[src/rtl/train_track_model.sv]
// train_track_model: behavioural plant for the two-train shared-track layout.
// Two trains circle independent loops that merge into one shared segment
// (ENTRY_POS..EXIT_POS-1). The switch SW grants one train at a time; a train
// that reaches the approach sensor unrouted stops there and faults. Both
// trains inside the shared segment at once raises a sticky COLLIDE.
// Optional build macro TRAIN_LAP_COUNT_EN adds saturating 8-bit lap counters
// LAPS_A / LAPS_B.

// Per-train movement unit: STOPPED/MOVING/FAULTED state plus loop position.
module train_track_unit #(
  parameter int LOOP_LEN     = 16,
  parameter int POS_W        = 4,
  parameter int APPROACH_POS = 4,
  parameter int START_POS    = 0
) (
  input  logic             i_clk,
  input  logic             i_rst_n,
  input  logic             i_tick,
  input  logic             i_fwd,
  input  logic             i_routed,
  output logic [POS_W-1:0] o_pos,
  output logic             o_fault
`ifdef TRAIN_LAP_COUNT_EN
  ,
  output logic             o_wrap
`endif
);

  typedef enum logic [1:0] {
    ST_STOPPED = 2'd0,
    ST_MOVING  = 2'd1,
    ST_FAULTED = 2'd2
  } state_t;

  localparam logic [POS_W-1:0] LP_LAST     = POS_W'(LOOP_LEN - 1);
  localparam logic [POS_W-1:0] LP_APPROACH = POS_W'(APPROACH_POS);
  localparam logic [POS_W-1:0] LP_START    = POS_W'(START_POS);

  state_t           r_state, w_state_nxt;
  logic [POS_W-1:0] r_pos, w_pos_nxt;
  logic             w_wrap;

  // State and position registers; async reset puts the train on its start.
  always_ff @(posedge i_clk or negedge i_rst_n) begin
    if (!i_rst_n) begin
      r_state <= ST_STOPPED;
      r_pos   <= LP_START;
    end else begin
      r_state <= w_state_nxt;
      r_pos   <= w_pos_nxt;
    end
  end

  // Next state / position: drive selects stop or move every cycle; a moving
  // train advances on a tick unless it is blocked at approach without a route.
  always_comb begin
    w_state_nxt = r_state;
    w_pos_nxt   = r_pos;
    w_wrap      = 1'b0;
    case (r_state)
      ST_STOPPED: begin
        if (i_fwd) w_state_nxt = ST_MOVING;
      end
      ST_MOVING: begin
        w_state_nxt = i_fwd ? ST_MOVING : ST_STOPPED;
        if (i_tick) begin
          if (r_pos == LP_APPROACH && !i_routed) begin
            // Misroute: hold at the approach sensor forever.
            w_state_nxt = ST_FAULTED;
          end else if (r_pos == LP_LAST) begin
            w_pos_nxt = '0;
            w_wrap    = 1'b1;
          end else begin
            w_pos_nxt = r_pos + 1'b1;
          end
        end
      end
      ST_FAULTED: begin
        w_state_nxt = ST_FAULTED;
      end
      default: begin
        w_state_nxt = ST_STOPPED;
      end
    endcase
  end

  assign o_pos   = r_pos;
  assign o_fault = (r_state == ST_FAULTED);
`ifdef TRAIN_LAP_COUNT_EN
  assign o_wrap  = w_wrap;
`endif

endmodule

[config.mk]
export PLATFORM = sky130hd
export DESIGN_NAME = train_track_unit
export DESIGN_NICKNAME = d
export VERILOG_FILES = /design/src/rtl/train_track_model.sv
export SDC_FILE = /design/constraint.sdc
export NUM_CORES = 1
export LEC_CHECK = 0
export CAP_MARGIN = 20
export CORE_AREA = 2 2 39 41
export DETAILED_ROUTE_END_ITERATION = 8
export DIE_AREA = 0 0 41 43
export MAX_ROUTING_LAYER = met4
export PLACE_DENSITY = 0.6
export SKIP_CTS_REPAIR_TIMING = 1
export SYNTH_ARGS = -nofsm -noshare
export SYNTH_HDL_FRONTEND = slang
export SYNTH_SLANG_ARGS = --single-unit
export TNS_END_PERCENT = 100
[constraint.sdc]
create_clock -name i_clk -period 1.3 [get_ports i_clk]
set_input_delay 0.325 -clock i_clk [delete_from_list [all_inputs] [get_ports i_clk]]
set_output_delay 0.325 -clock i_clk [all_outputs]
set_load 0.05 [all_outputs]
==> summary.txt <==
Run status
  – Outcome: complete, but fails checks
  – Failing checks: setup timing

Setup path
  – Crit end category: flip-flop
  – CP Launch Type: flip-flop
  – Reg2reg end: o_pos[0]$_DFFE_PN0P_
  – Critical path required time: 1.44 ns
  – Critical-path maximum fanout: 4
  – Data arrival, critical path: 1.49 ns
  – R2R cell count: 5
  – RR Startpoint: o_pos[0]$_DFFE_PN0P_
  – R2r setup slk: -0.05 ns
  – CP Class: flip-flop to flip-flop

Placed design
  – PortBufs: 9
  – Post-DP Area: around 540 sq um
  – Final GP Congestion: between 0.7 and 0.8
  – Detail Placement HPWL: between 500 and 600 um

CTS
  – Num CTS Buffers: 3
  – CTS tree: yes
  – Clock sink total: 6
  – Clock Latency Late Sink: 0.26 ns
  – Clock buffer depth: 2
  – CTS clk-pin slew, worst paths: 0.05 ns
  – Root buffer cell: clkbuf_4
  – Htree depth: 1

STA
  – Setup Viol. Count Final: 2
  – Setup Skew: slightly below 0.01 ns
  – Relative slew slack: around 80%
  – Final Hold Fails: 0
  – Fin. max-slew vios: 0
  – Fmax: 743 MHz
  – Hold slack: 0.314 ns
  – Period utilization: 104%
  – Setup slack after layout: -0.0463 ns
  – Min Tclk post-route: 1.35 ns
  – Worst-margin pin slew: slightly below 0.3 ns
  – Unrepaired setup endpoints after global routing: true

Cells and area
  – Final #Nets: 54
  – Fillers: between 100 and 150
  – Most frequent cells in the layout: 7 x buf_4, 5 x buf_12, 4 x dfrtp_1
  – Commonest non-fill, non-tap cell in the layout: buf_4
  – Final instance area: between 600 and 700 sq um
  – Area grow syn2layout: 84.0%
  – Antenna Cells: 0
  – Layout cells sized above 1: 63.0%

Global route
  – Initial antenna violation count: 0
  – Overflow after GRT: 0
  – Number of global-route vias before repair: 266
  – Overall Global Routing Usage: 10.1%
  – First-pass GRT wire length: between 1000 and 1500 um
  – Largest net degree at the start of global routing: 7

Worst hold path
  – Hold path startpoint: i_tick
  – Hold Path Sink: r_state[0]$_DFFE_PN0P_
  – WHS Path Cells: 2
  – Hold/Removal Path Class: primary input to flip-flop

Yosys
  – Register area share after synthesis: 45.6%
  – Ys Warns: 0
  – Synthesized area per cell: 12.7 sq um
  – Synth Cell Area: 329 sq um
  – Synth Net Count: 33
  – #FFs+latches synth: 6
  – Syn Inst Count: 26
  – Synth cell types: 16

Route
  – Drt via density: 4.74
  – DRC viols: 0
  – Per-cell routed wire length: 11.4 um
  – Vias: roughly 290
  – DR pass1 iterations: 1
  – Routed Antenna Nets: 0
  – WL met2: ~350 um
  – Starting DRT DRC Count: 0
  – Final WL: 709 um
  – Routed wl met3: 49 um
  – Highest Signal Layer: met4
  – Post-Route M1 WL: 291 um

Run
  – Total of max-cap violations: 0

Floorplanning
  – Die Ht: 43 um
  – Initial Utilization: between 20% and 30%
  – Chip width: around 41 um
  – Core area: about 0.0014 sq mm
  – # rows: 14
  – Die ar.: 0.00176 sq mm
  – Io pins: 10

Power and ir drop
  – Pwr/cell area: ~2700 mW/mm^2
  – Clock power share: 11.9%
  – Sequential share of power: 19.0%
  – Worst VDD drop: between 0.7 and 0.8 mV
  – Power Internal: 0.959 mW
  – Switching portion of total power: 40.6%
  – Total power: 1.62 mW
  – Gate power share: 69.1%
  – P_sw: 0.657 mW
  – Leakage power: about 0.28 nW
==> Yosys cell counts <==
cell type / number / share of area, %
nor2b_1: 1 / 1.9
mux2_4: 2 / 9.1
nor4b_1: 1 / 2.7
nor2b_4: 1 / 4.2
a22o_2: 1 / 3.0
and3b_2: 1 / 3.0
nand3_1: 1 / 1.5
inv_1: 3 / 3.4
ha_1: 2 / 7.6
a21o_2: 1 / 2.7
a21o_1: 1 / 2.3
a311oi_1: 1 / 2.7
a21oi_1: 1 / 1.5
and4bb_4: 1 / 4.9
dfrtp_1: 6 / 46
a31oi_1: 2 / 3.8
==> through the flow <==
step | setup TNS (ns) | cells | worst slack, ns | util, %
final | -0.0883 | 62 | -0.0463 | 43.8
after global routing | -0.258 | 62 | -0.0983 | 43.8
after CTS | -0.167 | 61 | -0.0662 | 41.0
after detailed placement | -1.47 | 57 | -0.328 | 39.2
after global placement | -1.44 | 57 | -0.321 | 39.2
after floorplan | -0.609 | 26 | -0.239 | -
==> critical path, stage by stage, from the launching register on <==
cell      delay [ns]
dfrtp_2         0.36
inv_2           0.05
ha_4            0.14
and4bb_4        0.20
nor2b_4         0.16
mux2_4          0.31
==> per-layer routing <==
layer	vias to the layer above	GRT usage, %
li1	136	-
met1	143	11.6
met2	12	13.8
met3	3	3.14
met4	0	8.00
met5	-	-
==> area by class of cell <==
type,count,area [sq um],area share [%]
inverters,3,11.3,1.86
repair buffers,16,195,32.2
well taps,16,20.0,3.31
clock buffers,4,26.3,4.34
flip-flops and latches,6,153,25.2
multi-input cells,17,200,33.1
==> cells by family (layout without fill, tap and decap cells) <==
family	count (synthesis)	count (layout)	share of synthesized area, %
buf+inv	3	23	3.42
flops	6	6	45.6
compound gates	7	7	16.0
mux	2	2	9.13
simple gates	6	6	18.3
fa+ha+maj	2	2	7.60
==> power groups by stage <==
stage | Sequential (mW) | Combinational (mW) | Clock [mW]
after floorplan | 0.577 | 0.258 | 0
after global placement | 0.307 | 1.02 | 0
after detailed placement | 0.308 | 1.03 | 0
after CTS | 0.305 | 1.03 | 0.193
after global routing | 0.315 | 1.19 | 0.208
final | 0.307 | 1.12 | 0.192
==> worst max-delay path by stage <==
stage | startpoint | to | slack [ns] | cells past startpoint
global route | o_pos[0]$_DFFE_PN0P_ | o_pos[0]$_DFFE_PN0P_ | -0.1 | 5
CTS | i_tick | o_pos[0]$_DFFE_PN0P_ | -0.07 | 4
finish | o_pos[0]$_DFFE_PN0P_ | o_pos[0]$_DFFE_PN0P_ | -0.05 | 5
floorplan | o_pos[1]$_DFFE_PN0P_ | o_pos[0]$_DFFE_PN0P_ | -0.24 | 5
detailed placement | i_tick | o_pos[0]$_DFFE_PN0P_ | -0.33 | 4
global placement | i_tick | o_pos[0]$_DFFE_PN0P_ | -0.32 | 4
==> state kept, by name, summed over array words and instances (netlist names) <==
name	count
o_pos	4
r_state	2
Power figures use the tool's default switching activity.
